[config.mk]
export PLATFORM = sky130hd
export DESIGN_NAME = regfile_sb
export DESIGN_NICKNAME = d
export VERILOG_FILES = /design/src/rtl/regfile_sb.sv
export SDC_FILE = /design/constraint.sdc
export NUM_CORES = 2
export LEC_CHECK = 0
export BUFFER_PORTS_ARGS = -buffer_cell sky130_fd_sc_hd__buf_2
export CORE_ASPECT_RATIO = 2
export CORE_MARGIN = 8
export CORE_UTILIZATION = 25
export DETAILED_ROUTE_END_ITERATION = 6
export REMOVE_ABC_BUFFERS = 1
export SLEW_MARGIN = 5
export SYNTH_ARGS = -nofsm -noshare
export SYNTH_HDL_FRONTEND = slang
export SYNTH_SLANG_ARGS = --single-unit
export TNS_END_PERCENT = 20
[constraint.sdc]
create_clock -name clk -period 4.4 [get_ports clk]
set_clock_uncertainty 0.2 [all_clocks]
set_input_delay 0.44 -clock clk [delete_from_list [all_inputs] [get_ports clk]]
set_output_delay 0.44 -clock clk [all_outputs]
set_load 0.02 [all_outputs]
[src/rtl/regfile_sb.sv]
// regfile_sb: parametrised multi-read-port register file with an integrated RAW scoreboard.
// Optional write-to-read bypass is compiled in when REGFILE_SB_BYPASS_EN is defined.
module regfile_sb #(
  parameter int DATA_W = 32,
  parameter int ADDR_W = 5,
  parameter int NUM_RD = 2
) (
  input  logic                     clk,
  input  logic                     reset_n,
  input  logic [NUM_RD*ADDR_W-1:0] rd_addr,
  output logic [NUM_RD*DATA_W-1:0] rd_data,
  output logic [NUM_RD-1:0]        rd_busy,
  input  logic                     iss_en,
  input  logic [ADDR_W-1:0]        iss_addr,
  input  logic                     wr_en,
  input  logic [ADDR_W-1:0]        wr_addr,
  input  logic [DATA_W-1:0]        wr_data,
  input  logic                     flush,
  output logic [ADDR_W:0]          busy_count
);

  localparam int NREGS = 2**ADDR_W;

  logic [DATA_W-1:0] mem [NREGS];
  logic [NREGS-1:0]  busy;
  logic [NREGS-1:0]  busy_next;
  logic [ADDR_W:0]   count_next;
  logic              wr_ok;
  logic              iss_ok;
  logic              inc;
  logic              dec;

  // Register 0 is never written nor marked, so its busy bit stays 0 forever.
  assign wr_ok  = wr_en  && (wr_addr  != '0);
  assign iss_ok = iss_en && (iss_addr != '0);

  // A same-address issue is newer than the write, so that write clears nothing.
  assign inc = iss_ok && !busy[iss_addr];
  assign dec = wr_ok && busy[wr_addr] && !(iss_ok && (iss_addr == wr_addr));

  // NOTE: every combinational output gets a default first so no latch is inferred.
  always_comb begin
    busy_next = busy;
    if (wr_ok)  busy_next[wr_addr]  = 1'b0;
    if (iss_ok) busy_next[iss_addr] = 1'b1;
    if (flush)  busy_next = '0;
  end

  always_comb begin
    count_next = busy_count + {{ADDR_W{1'b0}}, inc} - {{ADDR_W{1'b0}}, dec};
    if (flush) count_next = '0;
  end

  // NOTE: state registers use non-blocking assignments so all flops update together.
  always_ff @(posedge clk or negedge reset_n) begin
    if (!reset_n) begin
      busy       <= '0;
      busy_count <= '0;
    end else begin
      busy       <= busy_next;
      busy_count <= count_next;
    end
  end

  // NOTE: the data array is reset because reads must return 0 after reset; this
  // forces it into flops instead of a RAM macro.
  always_ff @(posedge clk or negedge reset_n) begin
    if (!reset_n) begin
      for (int i = 0; i < NREGS; i++) mem[i] <= '0;
    end else if (wr_ok) begin
      mem[wr_addr] <= wr_data;
    end
  end

  for (genvar k = 0; k < NUM_RD; k++) begin : g_rd
    logic [ADDR_W-1:0] ra;
    logic [DATA_W-1:0] d;
    logic              b;

    assign ra = rd_addr[k*ADDR_W +: ADDR_W];

    always_comb begin
      d = mem[ra];
      b = busy[ra];
      if (ra == '0) begin
        d = '0;
        b = 1'b0;
      end
`ifdef REGFILE_SB_BYPASS_EN
      else if (wr_ok && (wr_addr == ra)) begin
        d = wr_data;
        b = 1'b0;
      end
`endif
    end

    assign rd_data[k*DATA_W +: DATA_W] = d;
    assign rd_busy[k]                  = b;
  end

endmodule
==> impl_results.md <==
* CP Data Arrival Time at 3.11 ns
* Mapped Avg Cell Area at 15.90 µm²
* # clock sinks at 1062
* Ratio of cells with drive above 1 in the final layout at 0.4810
* Relative slew slack at 0.2541
* Crit. Startpoint: rd_addr[5]
* Total via count after detailed routing at 34867
* Final critical delay including setup and external delays at 3.749 ns
* Origin of the critical flop-to-flop path: busy[8]
* Critical path type: in2out
* Commonest cells post-synth: dfrtp_1, mux2_2, mux4_2
* Reg2Reg Setup Slack at 0.97 ns
* PD cells at 432.7 nW/µm²
* Worst-case hold slack at 0.07562 ns
* Final weighted congestion of routability-driven global placement at 0.8411
* Floorplan row count at 247
* Fin cells at 6627
* Mux contribution to synthesized area at 0.4496
* Final clock period utilization by the worst path at 0.8520
* Flip-flop and latch count after synthesis at 1062
* Critical path data required time at 3.76 ns
* Sequential share of the synthesized area at 0.4675
* Number of pins with negative max-slew slack in the final report at 0
* Synth top area cells: dfrtp_1, mux4_2, mux2_2
* First-iteration detailed-routing DRC count at 2797
* DP HPWL at 122600 µm
* End of the critical path: rd_data[57]
* Crit start category: input pin
* Dominant combinational cell family by area after synthesis: multiplexers
* Die boundary height at 690.4 µm
* Count of mapped cells out of synthesis at 3574
* Placed Area at 61500 µm²
* Netlist area before placement at 56840 µm²
* Number of vias per cell after detailed routing at 5.261
* Clock latency on the worst-skew pair at 0.71 ns
* Simple-Gate Fraction of Synth Area at 0.01215
* Post-route cell area at 64920 µm²
* Most common cell in the netlist: dfrtp_1
* Unrepaired setup endpoints after global routing: false
* CTS tree: yes
* Placeable Area at 226200 µm²
* I/O pin total at 129
* Count of warnings emitted by yosys at 0
* First-pass detailed-route iteration total at 5
* Async S/R FF share, synth at 1.000
* Vias in the first global route at 38108
* R2r endpoint: busy_count[4]
* Worst Reg2Reg Path Length in Cells at 12
* Post-placement setup slack at 0.7082 ns
* Antenna violations before repair at 27
* Total DRC errors in the routed layout at 0
* Leak Pwr at 27.40 nW
* Outcome: complete, no violations
* Number of buffers on the longest clock path at 3
* Most used flip-flop cell after synthesis: dfrtp_1
* Hold Fails Final Rpt at 0
* Post-CTS Resized at 0
* Pin slew with the least headroom to its limit at 1.119 ns
* Number of filler cells placed in the layout at 22595
* Pin count of the biggest net entering global routing at 125
* IO Port Bufs at 128
* Count of different cell masters after synthesis at 44
* Highest attainable clock frequency at 266.7 MHz
* H-tree Lvls at 3
* Clock-pin slew on the worst setup and hold paths at 0.07 ns
* Post-DR wirelength/cell at 28.99 µm
* Clock Tree Root: clkbuf_16
* Global-route usage over all layers at 0.1542
* GRT overflow at 0
* Critical path capture point type: output port
* Total Neg Setup Slack at 0 ns
* Floorplan die area at 243800 µm²
* Fraction of synthesized cell area taken by the top area cell type at 0.4675
* Setup violations, final at 0
* Net count, final at 3619
* Max-cap violation count at 0
* Final setup margin at 0.6511 ns
* Number of enable-type register cells in the synthesized netlist at 0
* Count of nets left with antenna violations after detail routing at 0
* Post-synthesis share of cell area spent on xor and xnor gates at 0.001387
* P&R area growth vs syn at 14.22%
* Area fraction in compound gates after synthesis at 0.02751
* Initial standard-cell utilization of the core at 0.2513
* Library cell occupying the most area in the post-synthesis netlist: dfrtp_1
* Hold crit path type: in2reg
* Global-route wire length before repair at 280600 µm
* Maximum ir drop on the vdd rail at 0.3237 mV
* Routed Wire Length at 192100 µm
* Overall die width at 353.2 µm
* Cell Count Post-Placement at 6444
* Total clock buffers created by CTS at 96
* Highest net fanout along the worst path at 25
* Adder-cell area share of the yosys netlist at 0.001673
==> worst max-delay path, cell delays in order <==
cell and delay, ns:
buf_8 0.27, buf_4 0.32, or3_1 0.43, buf_4 0.25, o221ai_1 0.12, a221oi_1 0.82
buf_2 0.32
==> report_power, final <==
group	internal, W	switching, W
registers	0.0116	0.00128
clock network	0.00520	0.00404
logic	0.00347	0.00254
total	0.0202	0.00786
==> placed cells by master (no fill, tap or decap), drive strengths merged, types with 5 or more instances in the layout <==
master	netlist	layout
dfrtp	1062	1062
mux2	992	992
mux4	609	609
buf	226	303
clkbuf	197	144
inv	73	78
a221oi	68	68
mux2i	67	67
o221ai	66	66
nor2	44	44
nand2	34	34
a22oi	21	21
clkinv	0	16
a21oi	14	14
o21ai	12	12
nand3	12	12
bufinv	0	11
nor2b	9	9
diode	0	7
nand3b	7	7
nor3	6	6
xor2	6	6
ha	6	6
and3b	5	5
nor3b	5	5
nand2b	5	5
==> cell type report <==
cell class	instances	area [µm²]	share of cell area
diodes	7	17.52	0.0002698
clock buffers	142	2878	0.04432
clock inverters	33	518.0	0.007978
inverters	73	274.0	0.004220
multi-input cells	2016	28280	0.4356
flip-flops and latches	1062	26580	0.4093
well taps	2988	3739	0.05758
repair buffers	306	2645	0.04074
==> per-layer routing <==
metal,wire [µm],vias up,global-route usage
met3,9877,471,0.02407
met5,87,-,0
li1,-,13859,-
met2,101000,1181,0.2790
met4,10990,16,0.07704
met1,70190,19340,0.1751
==> logic make-up (layout without fill, tap and decap cells) <==
family	count (synthesis)	count (layout)
muxes	1668	1668
DFF	1062	1062
buffers and inverters	496	554
AOI/OAI and AO/OA	194	194
and+or+nand+nor	138	138
xor gates and xnor gates	9	9
adders and majority gates	7	7
other	0	7
==> metrics by stage <==
step | utilization | power (W)
2_1_floorplan | - | 0.01660
3_3_place_gp | 0.2719 | 0.01881
3_5_place_dp | 0.2719 | 0.01910
4_1_cts | 0.2869 | 0.02837
5_1_grt | 0.2869 | 0.02927
6_report | 0.2870 | 0.02809
==> how the worst min path moves through the flow <==
stage | depth (start not counted) | endpoint | startpoint | slack [ns]
finish | 5 | busy[14] | iss_addr[3] | 0.08
global route | 5 | busy[13] | iss_en | 0.11
CTS | 5 | busy[13] | iss_addr[3] | 0.02
detailed placement | 0 | mem[1002] | mem[1002] | 0.18
global placement | 0 | mem[1022] | mem[1022] | 0.18
floorplan | 0 | busy[0] | reset_n | -0.06
==> timing repair <==
action,4_1_cts,5_1_grt
hold buffers,1,0
endpoints found under the hold margin,64,0
setup buffers,0,0
==> registers in the layout, indices dropped and copies added, names as in the netlist <==
| register | count |
|---|---|
| busy | 32 |
| busy_count | 6 |
| mem | 1024 |
(Power assumes the default switching activity.)
